===== src/rtl/gpu_pkg.sv =====
// Shared core types: FSM states, PC operations and flag width.
// Imported by every per-thread execution unit.
package gpu_pkg;

    typedef enum logic [2:0] {
        IDLE,
        FETCH,
        DECODE,
        REQUEST,
        WAIT,
        EXECUTE,
        UPDATE,
        DONE
    } core_state_t;

    typedef enum logic [1:0] {
        PC_SEQ,
        PC_BRANCH,
        PC_CALL,
        PC_RET
    } pc_op_t;

    localparam int NZP_WIDTH = 3;

endpackage


===== src/rtl/return_stack.sv =====
// Small hardware LIFO of return addresses.
// Push when full and pop when empty are silently ignored.
module return_stack
    import gpu_pkg::*;
#(
    parameter int PC_WIDTH    = 8,
    parameter int STACK_DEPTH = 4,
    localparam int LW = $clog2(STACK_DEPTH + 1)
) (
    input  logic                clk,
    input  logic                rst_n,
    input  logic                push,
    input  logic                pop,
    input  logic [PC_WIDTH-1:0] wdata,
    output logic [PC_WIDTH-1:0] rdata,
    output logic [LW-1:0]       level,
    output logic                full,
    output logic                empty
);

    localparam int IW = (STACK_DEPTH > 1) ? $clog2(STACK_DEPTH) : 1;

    logic [PC_WIDTH-1:0] mem_q [STACK_DEPTH];
    logic [LW-1:0]       level_q, level_d;
    logic [LW-1:0]       level_m1;
    logic [IW-1:0]       wr_idx, rd_idx;
    logic                do_push, do_pop;

    assign full     = (level_q == LW'(STACK_DEPTH));
    assign empty    = (level_q == '0);
    assign do_push  = push & ~full;
    assign do_pop   = pop & ~empty;
    assign level_m1 = level_q - LW'(1);
    assign wr_idx   = IW'(level_q);
    assign rd_idx   = IW'(level_m1);
    assign rdata    = mem_q[rd_idx];
    assign level    = level_q;

    // Next occupancy from the guarded push/pop requests
    always_comb begin
        level_d = level_q;
        if (do_push) begin
            level_d = level_q + LW'(1);
        end else if (do_pop) begin
            level_d = level_m1;
        end
    end

    // Entry storage; contents are meaningless until written
    always_ff @(posedge clk) begin
        if (do_push) begin
            mem_q[wr_idx] <= wdata;
        end
    end

    // Occupancy register
    always_ff @(posedge clk or negedge rst_n) begin
        if (!rst_n) begin
            level_q <= '0;
        end else begin
            level_q <= level_d;
        end
    end

endmodule


===== src/rtl/pc_branch_unit.sv =====
// Per-thread flag latch, branch/call/return resolver and next-PC register.
// Acts only on the first clock edge of each EXECUTE or UPDATE residency.
module pc_branch_unit
    import gpu_pkg::*;
#(
    parameter int DATA_WIDTH  = 8,
    parameter int PC_WIDTH    = 8,
    parameter int STACK_DEPTH = 4,
    localparam int LW = $clog2(STACK_DEPTH + 1)
) (
    input  logic                  clk,
    input  logic                  rst_n,
    input  logic                  enable,
    input  core_state_t           core_state,
    input  logic [PC_WIDTH-1:0]   current_pc,
    input  logic [PC_WIDTH-1:0]   decoded_immediate,
    input  logic [NZP_WIDTH-1:0]  decoded_nzp,
    input  logic                  decoded_nzp_we,
    input  pc_op_t                decoded_pc_op,
    input  logic [DATA_WIDTH-1:0] alu_out,
    output logic [PC_WIDTH-1:0]   next_pc,
    output logic [NZP_WIDTH-1:0]  nzp,
    output logic [LW-1:0]         stack_level,
    output logic                  stack_fault
);

    core_state_t          prev_state_q;
    logic [PC_WIDTH-1:0]  next_pc_q, next_pc_d;
    logic [NZP_WIDTH-1:0] nzp_q, nzp_d;
    logic                 fault_q, fault_d;
    logic [PC_WIDTH-1:0]  pc_inc;
    logic [PC_WIDTH-1:0]  ret_addr;
    logic                 push, pop, full, empty;
    logic                 fire_exec, fire_upd;
    logic                 unused_alu;

    assign unused_alu = ^alu_out;
    assign pc_inc     = current_pc + PC_WIDTH'(1);
    assign fire_exec  = enable && (core_state == EXECUTE)
                     && (prev_state_q != EXECUTE);
    assign fire_upd   = enable && (core_state == UPDATE)
                     && (prev_state_q != UPDATE);

    return_stack #(
        .PC_WIDTH   (PC_WIDTH),
        .STACK_DEPTH(STACK_DEPTH)
    ) u_stack (
        .clk  (clk),
        .rst_n(rst_n),
        .push (push),
        .pop  (pop),
        .wdata(pc_inc),
        .rdata(ret_addr),
        .level(stack_level),
        .full (full),
        .empty(empty)
    );

    // Resolve the PC operation and flag capture for this edge
    always_comb begin
        next_pc_d = next_pc_q;
        nzp_d     = nzp_q;
        fault_d   = fault_q;
        push      = 1'b0;
        pop       = 1'b0;
        if (fire_exec) begin
            unique case (decoded_pc_op)
                PC_SEQ: next_pc_d = pc_inc;
                PC_BRANCH: begin
                    if ((nzp_q & decoded_nzp) != '0) begin
                        next_pc_d = decoded_immediate;
                    end else begin
                        next_pc_d = pc_inc;
                    end
                end
                PC_CALL: begin
                    if (!full) begin
                        push      = 1'b1;
                        next_pc_d = decoded_immediate;
                    end else begin
                        next_pc_d = pc_inc;
                        fault_d   = 1'b1;
                    end
                end
                PC_RET: begin
                    if (!empty) begin
                        pop       = 1'b1;
                        next_pc_d = ret_addr;
                    end else begin
                        next_pc_d = pc_inc;
                        fault_d   = 1'b1;
                    end
                end
            endcase
        end
        if (fire_upd && decoded_nzp_we) begin
            nzp_d = alu_out[NZP_WIDTH-1:0];
        end
    end

    // State registers; everything freezes while the thread is inactive
    always_ff @(posedge clk or negedge rst_n) begin
        if (!rst_n) begin
            prev_state_q <= IDLE;
            next_pc_q    <= '0;
            nzp_q        <= '0;
            fault_q      <= 1'b0;
        end else if (enable) begin
            prev_state_q <= core_state;
            next_pc_q    <= next_pc_d;
            nzp_q        <= nzp_d;
            fault_q      <= fault_d;
        end
    end

    assign next_pc     = next_pc_q;
    assign nzp         = nzp_q;
    assign stack_fault = fault_q;

endmodule


===== config.mk =====
export PLATFORM = sky130hd
export DESIGN_NAME = pc_branch_unit
export DESIGN_NICKNAME = d
export VERILOG_FILES = /design/src/rtl/gpu_pkg.sv /design/src/rtl/return_stack.sv /design/src/rtl/pc_branch_unit.sv
export SDC_FILE = /design/constraint.sdc
export NUM_CORES = 1
export LEC_CHECK = 0
export BUFFER_PORTS_ARGS = -buffer_cell sky130_fd_sc_hd__buf_2
export CORE_MARGIN = 2
export CORE_UTILIZATION = 26
export CTS_BUF_LIST = sky130_fd_sc_hd__clkbuf_4 sky130_fd_sc_hd__clkbuf_8
export CTS_CLUSTER_SIZE = 25
export DETAILED_ROUTE_END_ITERATION = 8
export HOLD_SLACK_MARGIN = 0.15
export PLACE_DENSITY_LB_ADDON = 0.2
export SLEW_MARGIN = 25
export SYNTH_ARGS = -nofsm -noshare
export SYNTH_HDL_FRONTEND = slang
export SYNTH_HIERARCHICAL = 1
export SYNTH_SLANG_ARGS = --single-unit

===== constraint.sdc =====
create_clock -name clk -period 3 [get_ports clk]
set_input_delay 0.75 -clock clk [delete_from_list [all_inputs] [get_ports clk]]
set_output_delay 0.75 -clock clk [all_outputs]
set_load 0.02 [all_outputs]

; Word level (Yosys, flattened, before mapping)
; Memory sizes are Yosys's and may differ from the RTL's.
; Index checks and enable logic that the tools add are counted.
[totals]
wordCells = 54
inputBits = 36
mem_count = 1
regBits = 18
out_inout_bits = 15
ram_bits = 32
[classes]
n_eq_ne = 10
n_reduce_logical = 13
add_sub_neg = 3
n_mux = 17
n_bitwise = 5
[mem_list]
columns = name, words, word_bits, read_ports, rd_ports_with_merged_regs, wr, line
row1 = u_stack.mem_q, 4, 8, 1, 0, 1, return_stack.sv:23  ; logic [PC_WIDTH-1:0] mem_q [STACK_DEPTH];
[ops]
columns = operator, n
row1 = 8-bit case mux with 4 select lines, 1
row2 = 8-bit 2-to-1 mux, 3
row3 = 1-bit 2-to-1 mux, 10
row4 = 3-bit equality test (second input constant), 3
row5 = 8-bit by 1-bit adder with 8-bit output (second input constant), 1
row6 = 3-bit 2-to-1 mux, 2
row7 = 3-bit inequality test (second input constant), 2
row8 = 1-bit logical AND, 5
row9 = 5-bit AND reduction, 1
row10 = 2-bit equality test (second input constant), 2
row11 = 2-bit inequality test (second input constant), 2
row12 = 2-bit AND reduction, 2
row13 = 2-bit nonzero test, 2
row14 = 3-bit by 1-bit adder with 3-bit output (second input constant), 1
row15 = 3-bit bitwise AND, 1
row16 = 3-bit logical NOT, 1
row17 = 3-bit nonzero test, 1
row18 = 3-bit by 1-bit subtractor with 3-bit output (second input constant), 1
row19 = 1-bit bitwise AND, 2
row20 = 2-bit by 1-bit equality test with 1-bit output (second input constant), 1
row21 = 2-bit logical NOT, 1
row22 = 1-bit NOT, 2
row23 = 1-bit case mux with 2 select lines, 1

; Longest topological paths before layout
[depth]
ltp_word = 7
ltp_mapped = 9
depth_no_buf = 8

; Modules after synthesis
; Netlist, hierarchy kept.
[modules_own_cells]
columns = mod, instances, cells_each, seq_area_each_um2, area_each_um2
row1 = return_stack, 1, 73, 1036.0, 1450.1
row2 = pc_branch_unit, 1, 92, 375.4, 900.9

; Worst setup path after synthesis
; No wires, ideal clock.
[synth_path]
kind = input -> register
startpoint = in core_state[1]
endpoint = mem u_stack.mem_q[0][0], enable pin
arrival_time_ns = 2.049
slack_ns = 0.642
required_ns = 2.690
path_stages = 7
path_buffers = 1
path_cell_list = nand4b_1 > a31oi_2 > nand2_1 > nor3_1 > a21boi_2 > buf_6 > and2_2
[synth_via]
elab_chain_len = 7
[synth_lines]
columns = item, line
row1 = "start, declared", pc_branch_unit.sv:14  ; input core_state_t core_state,
row2 = 3-bit equality test, pc_branch_unit.sv:39  ; assign fire_exec = enable && (core_state == EXECUTE)
row3 = 1-bit logical AND, pc_branch_unit.sv:39
row4 = 1-bit logical AND, pc_branch_unit.sv:40  ; && (prev_state_q != EXECUTE);
row5 = 1-bit 2-to-1 mux, pc_branch_unit.sv:66  ; if (fire_exec) begin
row6 = net push, pc_branch_unit.sv:33  ; logic push, pop, full, empty;
row7 = 1-bit bitwise AND, return_stack.sv:31  ; assign do_push = push & ~full;
row8 = 1-bit 2-to-1 mux, return_stack.sv:51  ; if (do_push) begin
row9 = 1-bit 2-to-1 mux (not written as such), return_stack.sv:52  ; mem_q[wr_idx] <= wdata;
row10 = "end, declared", return_stack.sv:23
; The timed path passes the listed nets, and every way through them passes these cells.

; Worst setup path after layout
[layout_path]
startpoint = in core_state[1]
endpoint = mem u_stack.mem_q[0][5], enable pin
; Same word-level chain as after synthesis.

==> impl_results.md <==
* Core area at 8760 sq um
* Pins Over Slew Limit at 0
* Synth top area share at 40.9%
* Synth async-reset ratio at 36.0%
* WP data required at between 2 and 3 ns
* # IOs at 51
* Tmin final at roughly 2.4 ns
* Synth warn at 6
* #FFs+latches synth at 50
* Port bufs at between 40 and 50
* Hold_buf cts at 0
* Die area at roughly 9800 sq um
* Routed Antenna Nets at 0
* NetSw at 0.646 mW
* Clock sink count at 50
* Dpl cells at 317
* Switching Fraction at 31.9%
* Area Overhead vs Synth at 19.9%
* Placer congestion estimate at 0.720
* Final Hold Viols at 0
* Setup_tns at 0 ns
* Post-synthesis cell count at 165
* Crit Path Class: primary input to flip-flop
* Final nets at 259
* Combinational power share at 33.9%
* M1 WL at 2580 microns
* Yosys cell types at a little over 40
* Final setup vio count at 0
* Max Root-Sink Buffers at 2
* First-pass GRT wire length at ~8600 microns
* Status: complete, no violations
* Die Ht at 99.1 microns
* CTS tree: yes
* DRC Markers at 0
* Detailed-route via count at 1535
* Dpl cell area at around 2700 sq um
* Proportion of layout cells with a drive suffix above 1 at 37.8%
* CTS root buffer: clkbuf_8
* Worst setup SP type: primary input
* Tcrit/Tclk final at 79.6%
* Crit-path max FO at 11
* Htree depth at 2
* Seq pwr share at 42.1%
* Post-synth EDFFs at 32
* Tot Pwr at about 2 mW
* Final clock skew at 0.00698 ns
* Largest net degree at the start of global routing at 19
* Initial DRC count at 108
* Cell-internal power at 1.38 mW
* Tot GR Track Use at 11.5%
* Postcts setup bufs at 0
* Top cells by area, synth: edfxtp_1, dfrtp_1, mux4_2
* Final HPWL DP at 3740 microns
* Peak Freq at 0.419 GHz
* First-pass DRT Iterations at 5
* Design area at roughly 2800 sq um
* Clock share of power at 24.0%
* Syn avg cell area at 14.2 sq um
* CP endpoint kind: flip-flop
* Layout Cells excl Fill at ~330
* Antenna violations before repair at 0
* Clock-pin slew on the worst setup and hold paths at 0.09 ns
* Ant diodes at 0
* Avg WL per Cell at 16.6 microns
* Grt ovf at 0
* Post-Syn Nets at 208
* Die W at 99.1 microns
* Synth Flop Type: edfxtp_1
* Sequential share of the synthesized area at about three fifths
* Synthesized area at between 2000 and 2500 sq um
* Vias in the first global route at 1565
* Crit path arrival time at 2.37 ns
* Final WL at between 5000 and 6000 microns
* RSZ-0062 raised after global routing: no
* Largest area contributor in the netlist: edfxtp_1
* Hold Crit Class: primary input to asynchronous set/reset pin
* Total CTS buffers at 5
* Max Cap Viol at 0
* Routed wl met2 at 2450 microns
* Pleak at 1.08 nW
* DR top layer: met4
* Row cnt at 34
* Initial Util at 26.8%
* Skew-Pair Late Insertion Delay at 0.30 ns
* Least-Margin Pin Slew at 0.746 ns
* Vias per cell at 4.72
* DR WL met3 at 308 microns
* PD cells at 718 nW/um^2
* CTS resizes at 0
* VDD IR-drop max at approximately 0.22 mV
* Slew HR at 49.6%
cell usage in the layout, fill, tap and decap left out, types with 4 or more instances in the layout:
cell       n
and2_2     5
nor3_1     4
mux2_2     4
nor2_1     9
mux4_2     8
ha_1       7
inv_1      7
nand2_1    7
o21ai_0    5
clkbuf_8   5
a21oi_1    6
edfxtp_1  32
a22oi_1    4
dfrtp_1   18
buf_2     45
a222oi_1   5
nand3_1    5
cell families (layout without fill, tap and decap cells):
family / after synthesis / in the layout / share of synthesized area, %
flip-flops: 50 / 50 / 60.0
AND/OR/NAND/NOR: 46 / 46 / 10.8
AO/OA/AOI/OAI: 34 / 34 / 11.6
multiplexers: 13 / 13 / 10.0
buffers and inverters: 11 / 63 / 2.34
adder cells (fa/ha/maj): 7 / 7 / 3.73
XOR/XNOR: 4 / 4 / 1.49
area by class of cell:
type                       instances  area (sq um)
tap                              108           135
clock buffer                       7          83.8
sequential                        50          1410
timing repair buffer              48           248
multi-input combinational        104           885
clock inverter                     1          30.0
inverter                           7          26.3
fill                             894          5940
sequential cells by signal (all words and copies together) (netlist names):
| name | cells |
|---|---|
| prev_state_q | 3 |
| u_stack/mem_q | 32 |
| nzp | 3 |
| next_pc | 8 |
| u_stack/level | 3 |
| stack_fault | 1 |
synth_stat cells, drive strengths merged, types with 6 or more instances:
cell type and n:
dfrtp 18, inv 7, nand2 7, and2 6, edfxtp 32, a21oi 6, nor2 9, mux4 8
ha 7
worst max-delay path, stage by stage:
cell and delay, ns:
buf_2 0.11, nand4b_1 0.18, a31oi_2 0.21, nand2_1 0.11
nor3_1 0.21, a21boi_2 0.41, and2_2 0.38
metrics by stage:
step / setup slack [ns] / util [%] / hold slack, ns
5_1_grt: 0.441 / 32.2 / 0.427
4_1_cts: 0.623 / 32.2 / 0.414
3_5_place_dp: 0.321 / 30.9 / 0.460
3_3_place_gp: 0.313 / 30.9 / 0.464
6_report: 0.613 / 32.2 / 0.395
2_1_floorplan: 0.642 / - / 0.454
routing by layer:
layer | up-vias | track usage (%)
met1 | 737 | 16.0
met3 | 5 | 2.53
met2 | 52 | 18.0
met5 | - | 0
li1 | 741 | -
met4 | 0 | 3.27
path summary, 6_finish.rpt:
| kind | start | endpoint | slack [ns] | cells past startpoint |
|---|---|---|---|---|
| min in group clk | stack_fault$_DFFE_PN0P_ | stack_fault$_DFFE_PN0P_ | 0.48 | 1 |
| max in group asynchronous | rst_n | next_pc[7]$_DFFE_PN0P_ | 2.28 | 1 |
| max | core_state[1] | u_stack/mem_q[0][5]$_DFFE_PP_ | 0.61 | 7 |
| min | rst_n | nzp[0]$_DFFE_PN0P_ | 0.39 | 1 |
| max reg2reg | u_stack/level[1]$_DFFE_PN0P_ | u_stack/mem_q[0][5]$_DFFE_PP_ | 0.70 | 6 |
| min reg2reg | stack_fault$_DFFE_PN0P_ | stack_fault$_DFFE_PN0P_ | 0.48 | 1 |
power by group through the flow:
stage	Combinational, mW	Clock [mW]	Sequential (mW)
after global routing	0.758	0.528	0.864
after CTS	0.700	0.501	0.854
after detailed placement	0.694	0	0.869
after global placement	0.697	0	0.867
after floorplan	0.393	0	0.947
final	0.686	0.486	0.853
Power figures use the tool's default switching activity.
